[config.mk]
export PLATFORM = sky130hd
export DESIGN_NAME = mem_port_arbiter
export DESIGN_NICKNAME = d
export VERILOG_FILES = /design/src/rtl/mem_port_arbiter_pkg.sv /design/src/rtl/mem_port_arbiter_select.sv /design/src/rtl/mem_port_arbiter.sv
export SDC_FILE = /design/constraint.sdc
export NUM_CORES = 1
export LEC_CHECK = 0
export CAP_MARGIN = 0
export CORE_ASPECT_RATIO = 0.8
export CORE_UTILIZATION = 45
export DETAILED_ROUTE_END_ITERATION = 6
export PLACE_DENSITY = 0.86
export SYNTH_ARGS = -nofsm -noshare
export SYNTH_HDL_FRONTEND = slang
export SYNTH_HIERARCHICAL = 1
export SYNTH_SLANG_ARGS = --single-unit
[constraint.sdc]
create_clock -name CLK -period 8.6 [get_ports CLK]
set_clock_uncertainty 0.05 [all_clocks]
set_input_delay 1.29 -clock CLK [delete_from_list [all_inputs] [get_ports CLK]]
set_output_delay 1.29 -clock CLK [all_outputs]
set_load 0.01 [all_outputs]
[src/rtl/mem_port_arbiter_pkg.sv]
// Shared types and constants for the fetch/data memory port arbiter.
package mem_port_arbiter_pkg;

  localparam int ADDR_W = 32;
  localparam int DATA_W = 32;
  localparam int BE_W   = 4;

  // Which core port owns the transaction in flight
  localparam logic OWNER_I = 1'b0;
  localparam logic OWNER_D = 1'b1;

  typedef enum logic [1:0] {
    ST_IDLE = 2'd0,
    ST_REQ  = 2'd1,
    ST_WAIT = 2'd2,
    ST_RESP = 2'd3
  } arbState_t;

endpackage

[src/rtl/mem_port_arbiter_select.sv]
// Combinational winner selection: data has priority unless the fetch port
// has already been passed over the maximum number of times in a row.
module mem_port_arbiter_select (
  input  logic dReq,
  input  logic iReq,
  input  logic streakSat,
  output logic grantD,
  output logic grantI
);

  assign grantD = dReq && !(iReq && streakSat);
  assign grantI = iReq && !grantD;

endmodule

[src/rtl/mem_port_arbiter.sv]
// Shares one single-ported memory bus between instruction fetch and
// load/store. One transaction in flight; responses go back to the issuer.
module mem_port_arbiter
  import mem_port_arbiter_pkg::*;
#(
  parameter int MAX_STREAK = 4,
  parameter int TIMEOUT    = 255
) (
  input  logic              CLK,
  input  logic              RESET,
  input  logic              IReq,
  input  logic [ADDR_W-1:0] IAddr,
  input  logic              IFlush,
  output logic              IReady,
  output logic              IValid,
  output logic [DATA_W-1:0] IRdata,
  output logic              IErr,
  input  logic              DReq,
  input  logic [ADDR_W-1:0] DAddr,
  input  logic [BE_W-1:0]   DWe,
  input  logic [DATA_W-1:0] DWdata,
  output logic              DReady,
  output logic              DValid,
  output logic [DATA_W-1:0] DRdata,
  output logic              DErr,
  output logic              MemReq,
  output logic [ADDR_W-1:0] MemAddr,
  output logic [BE_W-1:0]   MemWe,
  output logic [DATA_W-1:0] MemWdata,
  input  logic              MemGnt,
  input  logic              MemRvalid,
  input  logic [DATA_W-1:0] MemRdata,
  output logic              Busy
);

  localparam int STREAK_W = $clog2(MAX_STREAK + 1);
  localparam int TIMER_W  = $clog2(TIMEOUT + 1);
  localparam logic [STREAK_W-1:0] STREAK_MAX = STREAK_W'(MAX_STREAK);
  localparam logic [TIMER_W-1:0]  TIMER_LAST = TIMER_W'(TIMEOUT);

  arbState_t           stateReg;
  logic                ownerReg;
  logic                dropReg;
  logic                respErrReg;
  logic [DATA_W-1:0]   respDataReg;
  logic [STREAK_W-1:0] streakReg;
  logic [TIMER_W-1:0]  timerReg;
  logic                streakSat;
  logic                grantD;
  logic                grantI;
  logic                fetchFlushed;

  assign streakSat = (streakReg == STREAK_MAX);
  // A flush in the RESP cycle itself still suppresses the fetch response
  assign fetchFlushed = dropReg || IFlush;

  mem_port_arbiter_select uSelect (
    .dReq      (DReq),
    .iReq      (IReq),
    .streakSat (streakSat),
    .grantD    (grantD),
    .grantI    (grantI)
  );

  // Starvation counter: counts data grants that passed over a waiting fetch
  always_ff @(posedge CLK or posedge RESET) begin
    if (RESET) begin
      streakReg <= '0;
    end else if (stateReg == ST_IDLE) begin
      if (grantI) begin
        streakReg <= '0;
      end else if (grantD) begin
        if (!IReq)
          streakReg <= '0;
        else if (!streakSat)
          streakReg <= streakReg + 1'b1;
      end
    end
  end

  // Transaction FSM with registered bus payload, handshakes and responses
  always_ff @(posedge CLK or posedge RESET) begin
    if (RESET) begin
      stateReg    <= ST_IDLE;
      ownerReg    <= OWNER_I;
      dropReg     <= 1'b0;
      respErrReg  <= 1'b0;
      respDataReg <= '0;
      timerReg    <= '0;
      IReady      <= 1'b0;
      IValid      <= 1'b0;
      IRdata      <= '0;
      IErr        <= 1'b0;
      DReady      <= 1'b0;
      DValid      <= 1'b0;
      DRdata      <= '0;
      DErr        <= 1'b0;
      MemReq      <= 1'b0;
      MemAddr     <= '0;
      MemWe       <= '0;
      MemWdata    <= '0;
      Busy        <= 1'b0;
    end else begin
      // Handshake and response outputs are single-cycle pulses
      IReady <= 1'b0;
      DReady <= 1'b0;
      IValid <= 1'b0;
      IRdata <= '0;
      IErr   <= 1'b0;
      DValid <= 1'b0;
      DRdata <= '0;
      DErr   <= 1'b0;

      case (stateReg)
        ST_IDLE: begin
          if (grantD || grantI) begin
            stateReg <= ST_REQ;
            Busy     <= 1'b1;
            MemReq   <= 1'b1;
            dropReg  <= 1'b0;
            if (grantD) begin
              ownerReg <= OWNER_D;
              MemAddr  <= DAddr;
              MemWe    <= DWe;
              MemWdata <= DWdata;
              DReady   <= 1'b1;
            end else begin
              ownerReg <= OWNER_I;
              MemAddr  <= IAddr;
              MemWe    <= '0;
              MemWdata <= '0;
              IReady   <= 1'b1;
            end
          end
        end

        ST_REQ: begin
          if (ownerReg == OWNER_I && IFlush)
            dropReg <= 1'b1;
          if (MemGnt) begin
            MemReq   <= 1'b0;
            MemAddr  <= '0;
            MemWe    <= '0;
            MemWdata <= '0;
            if (MemRvalid) begin
              respDataReg <= MemRdata;
              respErrReg  <= 1'b0;
              stateReg    <= ST_RESP;
            end else begin
              timerReg <= '0;
              stateReg <= ST_WAIT;
            end
          end
        end

        ST_WAIT: begin
          if (ownerReg == OWNER_I && IFlush)
            dropReg <= 1'b1;
          timerReg <= timerReg + 1'b1;
          if (MemRvalid) begin
            respDataReg <= MemRdata;
            respErrReg  <= 1'b0;
            stateReg    <= ST_RESP;
          end else if ((timerReg + 1'b1) == TIMER_LAST) begin
            respDataReg <= '0;
            respErrReg  <= 1'b1;
            stateReg    <= ST_RESP;
          end
        end

        ST_RESP: begin
          stateReg <= ST_IDLE;
          Busy     <= 1'b0;
          dropReg  <= 1'b0;
          if (ownerReg == OWNER_D) begin
            DValid <= 1'b1;
            DRdata <= respDataReg;
            DErr   <= respErrReg;
          end else if (!fetchFlushed) begin
            IValid <= 1'b1;
            IRdata <= respDataReg;
            IErr   <= respErrReg;
          end
        end

        default: stateReg <= ST_IDLE;
      endcase
    end
  end

endmodule

# After elaboration in Yosys (flattened, before gate mapping)
# Index checks and enable logic that the tools add are counted.
[totals] romBits=0 regBits=188 ram_bits=0 output_inout_bits=140 latchBits=0 elab_cells=119 n_memories=0
[classes] div=0 eq_ne=12 order_cmp=0 shifts=0 bitwise=1 n_mux=62 reduce_logical=22 multipliers=0 add_sub_neg=2
[op_table] operator="2-to-1 mux 32 bit" count=14
[op_table] operator="case mux 32 bit (2 select lines)" count=3
[op_table] operator="2-to-1 mux 1 bit" count=25
[op_table] operator="2-to-1 mux 8 bit" count=2
[op_table] operator="case mux 8 bit (2 select lines)" count=1
[op_table] operator="2-to-1 mux 3 bit" count=4
[op_table] operator="2-to-1 mux 4 bit" count=3
[op_table] operator="AND reduction 3 bit" count=4
[op_table] operator="adder 8 x 1 -> 8 bit (second input constant)" count=1
[op_table] operator="equality test 8 bit (second input constant)" count=1
[op_table] operator="2-to-1 mux 2 bit" count=4
[op_table] operator="case mux 2 bit (4 select lines)" count=1
[op_table] operator="case mux 4 bit (2 select lines)" count=1
[op_table] operator="nonzero test 2 bit" count=4
[op_table] operator="!= test 2 bit (second input constant)" count=3
[op_table] operator="!= test 3 bit (second input constant)" count=2
[op_table] operator="case mux 1 bit (2 select lines)" count=3
[op_table] operator="AND reduction 2 bit" count=3
[op_table] operator="equality test 2 bit (second input constant)" count=2
[op_table] operator="logical AND 1 bit" count=4
[op_table] operator="!= test 2 x 1 -> 1 bit (second input constant)" count=2
[op_table] operator="AND reduction 4 bit" count=1
[op_table] operator="adder 3 x 1 -> 3 bit (second input constant)" count=1
[op_table] operator="equality test 3 bit (second input constant)" count=1
[op_table] operator="7 further kinds" count=9

# Depth between registers and ports, before layout
[depth] ltp_word=9 depth_mapped=12 depth_no_buf=10

# Modules after synthesis
# The synthesis kept the hierarchy.
[by_module_without_submodules] module="mem_port_arbiter" cells_each=639 area_each_um2=7674.9 n_inst=1 seq_area_each_um2=4704.5
[by_module_without_submodules] module="mem_port_arbiter_select" cells_each=3 area_each_um2=18.8 n_inst=1 seq_area_each_um2=0.0

# Worst setup path after synthesis
# OpenSTA, ideal clock, no wires.
[synth_path] path_kind="input -> register" start="input port DReq" end="register stateReg[1]" path_stages=7 t_arrival_ns=2.509 setup_slack_ns=5.916 setup_time_ns=0.125 cell_sequence="a21boi_1 -> buf_2 -> nor3b_1 -> a21oi_1 -> o211ai_2 -> o22ai_2 -> mux2_4"
[synth_between] elab_chain_cells=6
[synth_rtl] item="from (decl)" line_no="mem_port_arbiter.sv:18" source="input logic DReq,"
[synth_rtl] item="logical AND 1 bit (*)" line_no="mem_port_arbiter_select.sv:11" source="assign grantD = dReq && !(iReq && streakSat);"
[synth_rtl] item="logical NOT 1 bit" line_no="mem_port_arbiter_select.sv:12" source="assign grantI = iReq && !grantD;"
[synth_rtl] item="logical AND 1 bit" line_no="mem_port_arbiter_select.sv:12"
[synth_rtl] item="logical OR 1 bit (*)" line_no="mem_port_arbiter.sv:116" source="if (grantD || grantI) begin"
[synth_rtl] item="!= test 2 x 1 -> 1 bit (no source line) (*)"
[synth_rtl] item="AND reduction 3 bit (no source line) (*)"
[synth_rtl] item="to (signal assigned)" line_no="mem_port_arbiter.sv:117" source="stateReg <= ST_REQ;"
[synth_rtl] item="to (signal assigned)" line_no="mem_port_arbiter.sv:148" source="stateReg <= ST_RESP;"
[synth_rtl] item="to (signal assigned)" line_no="mem_port_arbiter.sv:151" source="stateReg <= ST_WAIT;"
[synth_rtl] item="to (decl)" line_no="mem_port_arbiter.sv:41" source="arbState_t stateReg;"
# Every way passes the cells marked *; elsewhere a longest branch is shown, timed or not.
# A chain may end at the register's enable or synchronous reset.

# Final worst setup path
[layout_path] start="input port MemRvalid" end="register respDataReg[23]"
[layout_between] elab_chain_cells=2
[layout_rtl] item="from (decl)" line_no="mem_port_arbiter.sv:31" source="input logic MemRvalid,"
[layout_rtl] item="!= test 3 bit (no source line), or another cell as far along"
[layout_rtl] item="AND reduction 4 bit (no source line) / case mux 32 bit (2 select lines) (equally long branches)"
[layout_rtl] item="to (signal assigned)" line_no="mem_port_arbiter.sv:146" source="respDataReg <= MemRdata;"
[layout_rtl] item="to (signal assigned)" line_no="mem_port_arbiter.sv:161" source="respDataReg <= MemRdata;"
[layout_rtl] item="to (decl)" line_no="mem_port_arbiter.sv:45" source="logic [DATA_W-1:0] respDataReg;"
# Parallel ways exist; a longest one is shown, timed or not.

==> flow_summary_export.csv <==
group,metric,value,unit
sta,max_clock_freq,322,MHz
floorplanning,pin_count,279,
place,place.gp.congestion,0.770,
sta,slew_violations,0,
place,place_ws,5.09,ns
clock_tree,clockBufferDepth,2,
route,drt_pass1_iterations,7,
final_layout,n_fill_cell,1230,
yosys,yosysWarningCount,6,
sta,fin_ws,5.50,ns
critical_path,max_stage_delay,0.90,ns
global_route,grt_max_degree,111,
global_route,grt_pass1_wl,30400,microns
clock_tree,clock_latency,0.42,ns
critical_path,worst_ep_required_time,8.85,ns
global_route,grt_overflow,0,
run,maxCapViolCount,0,
power_and_ir_drop,power_leakage,5.19,nW
critical_path,arrival,3.35,ns
global_route,grt_pass1_vias,5740,
final_layout,num-nets-final,1052,
clock_tree,cts_root_buffer,"clkbuf_16",
clock_tree,post_cts_buffers,0,
sta,fin_crit,3.10,ns
critical_path,worstSetupPathType,"in -> reg",
route,drt_wl_total,19000,microns
critical_path,end_kind,"flip-flop",
critical_path,setup.worst_path.start_class,"input pin",
sta,finalHoldViolCount,0,
run_status,outcome,"completed",
clock_tree,cts.sinks,188,
final_layout,syn_to_final_growth,45.8,%
clock_tree,htreeDepth,4,
floorplanning,core_area,16600,sq um
final_layout,layout-drive-gt1-share,9.59,%
yosys,ys_ff_latch,188,
yosys,synth_cell_type_count,48,
clock_tree,cts_buffers,17,
floorplanning,start_util,46.3,%
critical_path,cp_num_buf_inv,2,
yosys,synthesis.area,7690,sq um
yosys,synth_cells,642,
route,ant_nets,0,
critical_path,path_delay_family,"compound AO/OA/AOI/OAI gates",
route,wl_per_cell,16.7,microns
critical_path,crit_path_cell_trace,"clkdlybuf4s50_1 -> a31oi_4 -> nor2_2 -> buf_4 -> a22oi_1 -> o21ai_2",
yosys,syn_avg_cell_area,12.0,sq um
power_and_ir_drop,p_per_area,312,nW/um^2
yosys,yosys.area.top_type,"dfrtp_1",
floorplanning,die-area,17600,sq um
route,avgViaCountPerCell,5.12,
route,drt-initial-drc-count,369,
yosys,seq_area_frac_synth,61.1,%
route,num_vias,5826,
place,hpwl,13200,microns
clock_tree,post_cts_resized,0,
place,port_buffers,278,
sta,tns,0,ns
floorplanning,die_x,148,microns
yosys,syn_nets,789,
clock_tree,tritoncts,"yes",
clock_tree,clk_pin_slew_worst_paths,0.07,ns
floorplanning,die_h,119,microns
critical_path,cp_slowest_cell,"a31oi_4",
critical_path,crit_fanout,35,
yosys,synth_top_area_share,61.1,%
min_path,min_path_type,"reg -> reg",
floorplanning,rows,42,
clock_tree,cts-hold-fix-buffers,0,
global_route,antenna_found_initial,1,
global_route,track_usage,22.5,%
sta,tightest_slew,1.19,ns
sta,fin_crit_sh,36.1,%
sta,setup_viol,0,
yosys,yosys-top-cells-area,"dfrtp_1 (61%), a22o_1 (4.6%), mux2i_1 (4.4%)",
power_and_ir_drop,peakVddDrop,149,uV
sta,rsz0062_at_grt,"false",
route,remaining_drc_errors,0,
sta,slew_headroom,20.6,%
routing by layer:
layer	track usage (%)	share of wire, %	vias to the layer above
met5	0	0	-
met4	8.12	2.2	0
met3	5.90	6.3	28
met2	35.9	49	215
met1	29.6	43	2829
li1	-	-	2754
report_power, final:
group / switching [mW] / total (mW) / internal, mW
combinational: 0.691 / 1.38 / 0.687
clock: 0.358 / 0.750 / 0.392
sequential: 0.208 / 1.38 / 1.17
total: 1.26 / 3.50 / 2.25
layout make-up:
class,instances,area (sq um),area share (%)
flip-flops and latches,188,4700,41.9
repair buffers,286,2840,25.3
multi-input cells,367,2650,23.6
clock buffers,19,443,3.95
well taps,220,275,2.45
inverters,45,176,1.57
clock inverters,13,121,1.08
diodes,1,2.50,0.0223
worst reg2reg max path, stage by stage, from the launching register on:
cell	delay [ns]
dfrtp_1	0.38
inv_1	0.10
ha_1	0.33
nor2b_2	0.22
a31oi_4	0.86
nor2_2	0.02
buf_4	0.28
a22oi_1	0.28
o21ai_2	0.08
cells in the mapped netlist (all sizes together):
cell and count:
a22o 40, a211oi 1, dfrtp 188, nand2 49, o21ai 76, mux2i 34
clkbuf 22, nand2b 3, a21boi 2, o21a 1, a22oi 32, o22a 2
inv 45, and2 37, nor2b 4, a31oi 1, a21bo 1, or2b 1
a21oi 5, nor2 5, a41oi 1, and3 34, and4bb 1, o21ba 1
o211ai 1, nor3b 2, and2b 1, nand3 4, o22ai 2, and4 1
buf 20, ha 8, nor4b 1, a21o 4, nand4 1, nand3b 4
nor3 6, mux2 1
kinds of logic (layout without fill, tap and decap cells):
family                     count (synthesis)  count (layout)  share of synthesized area (%)
AOI/OAI and AO/OA                        170             170                           16.9
adders and majority gates                  8               8                           1.30
buffers and inverters                     87             363                           4.86
DFF                                      188             188                           61.1
muxes                                     35              35                           4.62
other                                      0               1                              0
and+or+nand+nor                          154             154                           11.1
placed cells by master, fill, tap and decap left out, types with 33 or more instances in the layout:
cell             instances
clkdlybuf4s50_1        278
dfrtp_1                188
nand2_1                 49
inv_1                   44
a22o_1                  40
and2_1                  37
mux2i_1                 34
and3_1                  34
o21ai_0                 33
flip-flops by register name (all words and copies together) (netlist names):
register and count:
Busy 1, DErr 1, DRdata 32, DReady 1, DValid 1, IErr 1, IRdata 32, IReady 1
IValid 1, MemAddr 32, MemReq 1, MemWdata 32, MemWe 4, dropReg 1, ownerReg 1, respDataReg 32
respErrReg 1, stateReg 2, streakReg 3, timerReg 8
path summary, 6_finish.rpt:
path	from	slack [ns]	depth (start not counted)	to
setup / recovery	MemRvalid	5.50	6	respDataReg[23]
hold / removal	MemReq	0.43	2	MemReq
setup reg to reg	stateReg[0]	5.88	8	respDataReg[23]
hold reg to reg	MemReq	0.43	2	MemReq
max in group asynchronous	RESET	5.65	3	respDataReg[30]
min in group asynchronous	RESET	1.36	2	MemWdata[17]
through the flow:
stage / instance area [sq um] / util (%) / hold slack (ns) / instances / total power, mW
2_1_floorplan: 7690 / - / 0.417 / 642 / 2.13
3_3_place_gp: 10600 / 64.1 / 0.409 / 1106 / 2.72
3_5_place_dp: 10600 / 64.1 / 0.413 / 1106 / 2.78
4_1_cts: 11200 / 67.5 / 0.431 / 1138 / 3.53
5_1_grt: 11200 / 67.5 / 0.448 / 1139 / 3.72
6_report: 11200 / 67.5 / 0.427 / 1139 / 3.50
Power figures use the tool's default switching activity.
